## config.mk

```make
export PLATFORM = sky130hd
export DESIGN_NAME = approx_mul_sched
export DESIGN_NICKNAME = d
export VERILOG_FILES = /design/src/rtl/approx_mul_sched.sv
export SDC_FILE = /design/constraint.sdc
export NUM_CORES = 1
export LEC_CHECK = 0
export CORE_MARGIN = 1
export CORE_UTILIZATION = 45
export DETAILED_ROUTE_END_ITERATION = 8
export PLACE_DENSITY = 0.78
export SETUP_SLACK_MARGIN = 0.2
export SYNTH_ARGS = -nofsm -noshare
export SYNTH_HDL_FRONTEND = slang
export SYNTH_SLANG_ARGS = --single-unit
```

## constraint.sdc

```tcl
create_clock -name clk -period 3.1 [get_ports clk]
set_clock_uncertainty 0.2 [all_clocks]
set_input_delay 0.775 -clock clk [delete_from_list [all_inputs] [get_ports clk]]
set_output_delay 0.775 -clock clk [all_outputs]
set_load 0.05 [all_outputs]
```

## src/rtl/approx_mul_sched.sv

```systemverilog
`default_nettype none
// ============================================================================
// Module      : approx_mul_sched
// Description : Two-requester round-robin scheduler and sequencer for the
//               shared 8x8 approximate-multiplier first stage. It accepts one
//               operand pair and drives the partial-product matrix. It holds
//               that matrix while the external compressor tree settles, then
//               captures P7/Q7/V1/V2. It finishes the product as approximate
//               (P7+Q7) or error-recovered (P7+Q7+shifted V1/V2).
// Ports       : clk, rst                  clock, synchronous active-high reset
//               req_valid/req_ready [1:0] per-requester handshake
//               req_a0/b0, req_a1/b1      operands of requester 0 / 1
//               req_approx [1:0]          1 = approximate, 0 = recovered
//               pp [7:0][7:0]             partial products, pp[i][j]=a[j]&b[i]
//               s1_p7/q7/v1/v2            first-stage outputs from datapath
//               rsp_valid/rsp_ready       result handshake
//               rsp_id, rsp_approx        owner and mode of the result
//               rsp_product [15:0]        product
//               busy                      high outside IDLE
// Revision    : 1.0 - initial release
// ============================================================================
module approx_mul_sched #(
  parameter int SETTLE_CYCLES = 2,
  parameter int V1_SHIFT      = 1,
  parameter int V2_SHIFT      = 3
) (
  input  logic            clk,
  input  logic            rst,
  input  logic [1:0]      req_valid,
  output logic [1:0]      req_ready,
  input  logic [7:0]      req_a0,
  input  logic [7:0]      req_b0,
  input  logic [7:0]      req_a1,
  input  logic [7:0]      req_b1,
  input  logic [1:0]      req_approx,
  output logic [7:0][7:0] pp,
  input  logic [14:0]     s1_p7,
  input  logic [14:0]     s1_q7,
  input  logic [12:0]     s1_v1,
  input  logic [10:0]     s1_v2,
  output logic            rsp_valid,
  input  logic            rsp_ready,
  output logic            rsp_id,
  output logic            rsp_approx,
  output logic [15:0]     rsp_product,
  output logic            busy
);

  typedef enum logic [2:0] {
    S_IDLE   = 3'd0,
    S_SETTLE = 3'd1,
    S_SUM    = 3'd2,
    S_FIX    = 3'd3,
    S_RESP   = 3'd4
  } state_t;

  localparam logic [3:0] C_SETTLE_LAST = 4'(SETTLE_CYCLES - 1);

  state_t      state_q, state_d;
  logic        ptr_q;
  logic [7:0]  a_q, b_q;
  logic        approx_q;
  logic        id_q;
  logic [3:0]  cnt_q;
  logic [14:0] p7_q, q7_q;
  logic [12:0] v1_q;
  logic [10:0] v2_q;
  logic [15:0] sum_q;

  logic        w_grant_any;
  logic        w_grant_id;
  logic        w_accept;
  logic        w_capture;
  logic [15:0] w_v1_term;
  logic [15:0] w_v2_term;

  // The pointer holder wins when valid; otherwise the other requester may
  // take the slot, so a lone requester is never starved by the pointer.
  always_comb begin
    w_grant_any = 1'b0;
    w_grant_id  = ptr_q;
    if (req_valid[ptr_q]) begin
      w_grant_any = 1'b1;
      w_grant_id  = ptr_q;
    end else if (req_valid[~ptr_q]) begin
      w_grant_any = 1'b1;
      w_grant_id  = ~ptr_q;
    end
  end

  assign w_accept  = (state_q == S_IDLE) && w_grant_any;
  assign w_capture = (state_q == S_SETTLE) && (cnt_q == C_SETTLE_LAST);

  // Shifting in a 16-bit context drops anything pushed past bit 15.
  assign w_v1_term = 16'(v1_q) << V1_SHIFT;
  assign w_v2_term = 16'(v2_q) << V2_SHIFT;

  always_ff @(posedge clk) begin
    if (rst) begin
      state_q <= S_IDLE;
    end else begin
      state_q <= state_d;
    end
  end

  always_comb begin
    state_d     = state_q;
    req_ready   = 2'b00;
    rsp_valid   = 1'b0;
    rsp_id      = 1'b0;
    rsp_approx  = 1'b0;
    rsp_product = 16'h0000;
    busy        = (state_q != S_IDLE);
    for (int i = 0; i < 8; i++) begin
      pp[i] = 8'h00;
    end

    case (state_q)
      S_IDLE: begin
        if (w_grant_any) begin
          req_ready = w_grant_id ? 2'b10 : 2'b01;
          state_d   = S_SETTLE;
        end
      end
      S_SETTLE: begin
        // Row i of the matrix is operand a gated by bit i of operand b.
        for (int i = 0; i < 8; i++) begin
          pp[i] = b_q[i] ? a_q : 8'h00;
        end
        if (w_capture) begin
          state_d = S_SUM;
        end
      end
      S_SUM: begin
        state_d = approx_q ? S_RESP : S_FIX;
      end
      S_FIX: begin
        state_d = S_RESP;
      end
      S_RESP: begin
        rsp_valid   = 1'b1;
        rsp_id      = id_q;
        rsp_approx  = approx_q;
        rsp_product = sum_q;
        if (rsp_ready) begin
          state_d = S_IDLE;
        end
      end
      default: begin
        state_d = S_IDLE;
      end
    endcase
  end

  always_ff @(posedge clk) begin
    if (rst) begin
      ptr_q    <= 1'b0;
      a_q      <= 8'h00;
      b_q      <= 8'h00;
      approx_q <= 1'b0;
      id_q     <= 1'b0;
      cnt_q    <= 4'd0;
      p7_q     <= 15'h0000;
      q7_q     <= 15'h0000;
      v1_q     <= 13'h0000;
      v2_q     <= 11'h000;
      sum_q    <= 16'h0000;
    end else begin
      if (w_accept) begin
        a_q      <= w_grant_id ? req_a1 : req_a0;
        b_q      <= w_grant_id ? req_b1 : req_b0;
        approx_q <= req_approx[w_grant_id];
        id_q     <= w_grant_id;
        ptr_q    <= ~w_grant_id;
        cnt_q    <= 4'd0;
      end
      if (state_q == S_SETTLE) begin
        cnt_q <= cnt_q + 4'd1;
      end
      if (w_capture) begin
        p7_q <= s1_p7;
        q7_q <= s1_q7;
        v1_q <= s1_v1;
        v2_q <= s1_v2;
      end
      if (state_q == S_SUM) begin
        sum_q <= 16'(p7_q) + 16'(q7_q);
      end
      if (state_q == S_FIX) begin
        sum_q <= sum_q + w_v1_term + w_v2_term;
      end
    end
  end

endmodule
`default_nettype wire

```

==> impl_metrics.yaml <==
run_status:
  status: "complete, no violations"
detailed_routing:
  routedWlPerCell_um: 17.5
  final_antenna_net_count: 0
  finalWirelength_mm: 18.1
  initialDrtViolationCount: 331
  dr.pass1.iters: 5
  via_count: 5812
  via_per_inst: 5.60
  drc: 0
clock_network:
  htree_levels: 3
  numCtsBuffers: 9
  cts_tree: "built"
  hold_buffers: 0
  clk_latency_ps: 340
  root_buffer: "clkbuf_16"
  cts_num_sinks: 96
  cts.clk_slew.worst_paths_ps: 60
  ctsLongestPathBuffers: 2
pwr:
  power_density_nw_per_um2: 512
  ir_worst_vdd_mv: 0.360
  p_leak_nw: 3.67
finish:
  area_delta_synth_final_pct: 56.6
  post-route-cell-area_um2: 8780
  fillCellCount: 877
  layout-drive-gt1-share_pct: 16.0
  finalNonFillerCells: 1038
  antennaDiodeCount: 0
  nNetsFinal: 1003
worst_setup_path:
  start_kind: "flop"
  crit_required_ps: 3180
  cp.depth: 10
  crit_family: "compound AO/OA/AOI/OAI gates"
  crit_path_end_kind: "flop"
  timing.rr.end: "sum_q[12]$_SDFFE_PP0P_"
  reg2reg_depth: 10
  slowest_stage: "fa_1"
  crit_path_max_incr_delay_ps: 580
  cp.arrival_ps: 3020
  cp-endpoint: "sum_q[12]$_SDFFE_PP0P_"
  path_buf_inv: 2
  r2r_setup_slack_ps: 160
  crit_path_cell_trace: "inv_2 -> fa_1 -> fa_2 -> and2b_1 -> o31a_2 -> o211ai_1 -> buf_4 -> a21o_1 -> o2111ai_2 -> a21oi_1"
  critPathLaunch: "sum_q[3]$_SDFFE_PP0P_"
  path_max_fanout: 4
  worstSetupPathType: "flop to flop"
  r2r-start: "sum_q[3]$_SDFFE_PP0P_"
synthesis:
  synth_cell_type_count: 58
  synth_area_leaders: "dfxtp_1 34%, nand2_1 8.5%, a21oi_1 7.8%"
  synth_warnings: 0
  synth_flop_cell: "dfxtp_1"
  synth_top_area_share_pct: 34.3
  ys_seq_elements: 96
  synth_area_per_cell_um2: 8.04
  syn_area_um2: 5600
  yosysSeqAreaShare_pct: 34.3
  netlist_instances: 697
  synth_edf_count: 0
  syn_nets: 835
  yosys.area.top_type: "dfxtp_1"
  synth-async-reset-ratio_pct: 0
die:
  die_w_um: 114
  pin_count: 179
  num_rows: 40
  core_area_um2: 12100
  die_h_um: 114
  initial_core_util_pct: 46.5
  die_area_um2: 12900
global_route:
  grt_pass1_vias: 5707
  grt_usage_pct: 28.5
  grt_first_pass_wirelength_mm: 29.1
  antenna_found_initial: 0
  grt_max_degree: 70
  grt_overflow: 0
sta:
  finalSetupViolCount: 0
  fin_crit_sh_pct: 94.8
  relSlewSlack_pct: 59.8
  setup_tns_ps: 0
  worst_slew_pin_slew_ps: 601
  final.min_clock_period_ps: 2940
  timing.fmax_ghz: 0.340
  drv_slew: 0
  rsz0062_at_grt: "true"
  hold_violations: 0
placed_design:
  port_buffers: 178
  routabilityCongestion: 0.903
  placed_cell_area_um2: 8430
  dp.cells: 1020
  hpwl_mm: 13.8
hold_path:
  hold_class: "flop to flop"
job:
  maxCapViolations: 0
==> cell families (layout without fill, tap and decap cells) <==
group	after synthesis	in the layout	share of synthesized area (%)
AOI/OAI and AO/OA	180	180	20.1
xor gates and xnor gates	16	16	2.50
adders and majority gates	46	46	12.0
buffers and inverters	55	228	3.95
DFF	96	96	34.3
muxes	7	7	1.27
and+or+nand+nor	297	297	25.9
==> per-stage QoR <==
| stage | worst slack [ps] | hold slack, ps | util [%] | power [mW] |
|---|---|---|---|---|
| final | 161 | 257 | 72.8 | 4.49 |
| after global routing | 55.7 | 283 | 72.8 | 4.71 |
| after CTS | 164 | 263 | 72.3 | 4.45 |
| after detailed placement | 74.2 | 253 | 69.9 | 3.38 |
| after global placement | 109 | 247 | 69.9 | 3.30 |
| after floorplan | 382 | 232 | - | 2.68 |
==> layout by cell type (no fill, tap or decap), types with 3 or more instances in the layout <==
master / synthesis / final
mux2i_1: 6 / 6
inv_1: 14 / 13
a222oi_1: 14 / 14
a21oi_1: 87 / 87
xnor2_1: 14 / 14
and2_1: 21 / 20
and3_1: 68 / 68
nand2_1: 127 / 127
buf_12: 0 / 87
nand2b_1: 5 / 5
dfxtp_1: 96 / 94
nand4_1: 4 / 4
o21a_1: 4 / 4
ha_1: 32 / 31
clkdlybuf4s50_1: 0 / 89
a211oi_1: 14 / 13
nor3_1: 7 / 7
nor2_1: 39 / 39
a21o_1: 6 / 6
buf_4: 1 / 17
a31oi_1: 5 / 5
clkbuf_8: 0 / 3
clkinv_2: 0 / 3
fa_1: 13 / 12
clkbuf_16: 0 / 9
o21bai_1: 4 / 4
o21ai_0: 24 / 23
nand3_1: 7 / 7
==> sequential cells by signal, summed over array words and instances, names as in the netlist <==
register / flops
b_q: 8
v2_q: 11
sum_q: 16
state_q: 3
cnt_q: 4
id_q: 1
q7_q: 15
p7_q: 15
a_q: 8
approx_q: 1
v1_q: 13
ptr_q: 1
==> worst min path at each step <==
stage,from,endpoint,slack [ps],cells after the start
after global routing,p7_q[7]$_SDFFE_PP0P_,p7_q[7]$_SDFFE_PP0P_,280,2
after floorplan,sum_q[0]$_SDFFE_PP0P_,sum_q[0]$_SDFFE_PP0P_,230,2
after CTS,p7_q[0]$_SDFFE_PP0P_,p7_q[0]$_SDFFE_PP0P_,260,2
after global placement,v1_q[2]$_SDFFE_PP0P_,v1_q[2]$_SDFFE_PP0P_,250,2
final,v2_q[0]$_SDFFE_PP0P_,v2_q[0]$_SDFFE_PP0P_,260,2
after detailed placement,p7_q[14]$_SDFFE_PP0P_,p7_q[14]$_SDFFE_PP0P_,250,2
==> synthesized netlist by cell type, drive strengths merged, types with 7 or more instances <==
cell type / count
a211oi: 15
a21oi: 87
a222oi: 14
and2: 21
and3: 68
buf: 11
clkbuf: 29
dfxtp: 96
fa: 13
ha: 32
inv: 15
nand2: 127
nand3: 7
nor2: 40
nor3: 9
o21ai: 25
xnor2: 14
==> worst min-delay path: stages, from the launching register on <==
cell	delay, ps
dfxtp_2	320
nand2_1	50
a21oi_1	50
==> routing by layer <==
metal | track usage (%) | up-vias | part of all wire (%)
met5 | 0 | - | 0
met4 | 11.1 | 0 | 2.8
met3 | 4.73 | 36 | 5.4
met2 | 50.8 | 211 | 51
met1 | 34.0 | 2746 | 41
li1 | - | 2819 | -
==> layout make-up <==
cell class | count | area [um2] | share of cell area (%)
multi-input cells | 546 | 3510 | 40.0
clock buffers | 13 | 270 | 3.08
flip-flops and latches | 96 | 1920 | 21.9
inverters | 15 | 56.3 | 0.641
repair buffers | 197 | 2800 | 31.8
clock inverters | 3 | 15.0 | 0.171
well taps | 168 | 210 | 2.39
==> report_power, final <==
part | internal (mW) | leakage (nW) | switching [mW]
registers | 1.42 | 0.780 | 0.256
logic | 0.743 | 2.74 | 1.00
clock network | 0.606 | 0.145 | 0.465
total | 2.77 | 3.67 | 1.72
==> repair_timing <==
action / in CTS / in global routing
setup buffers: 1 / 1
setup endpoints to repair: 67 / 71
pin swaps: 2 / 8
resized for setup: 4 / 13
No activity file was read; power rests on OpenSTA's default activity.
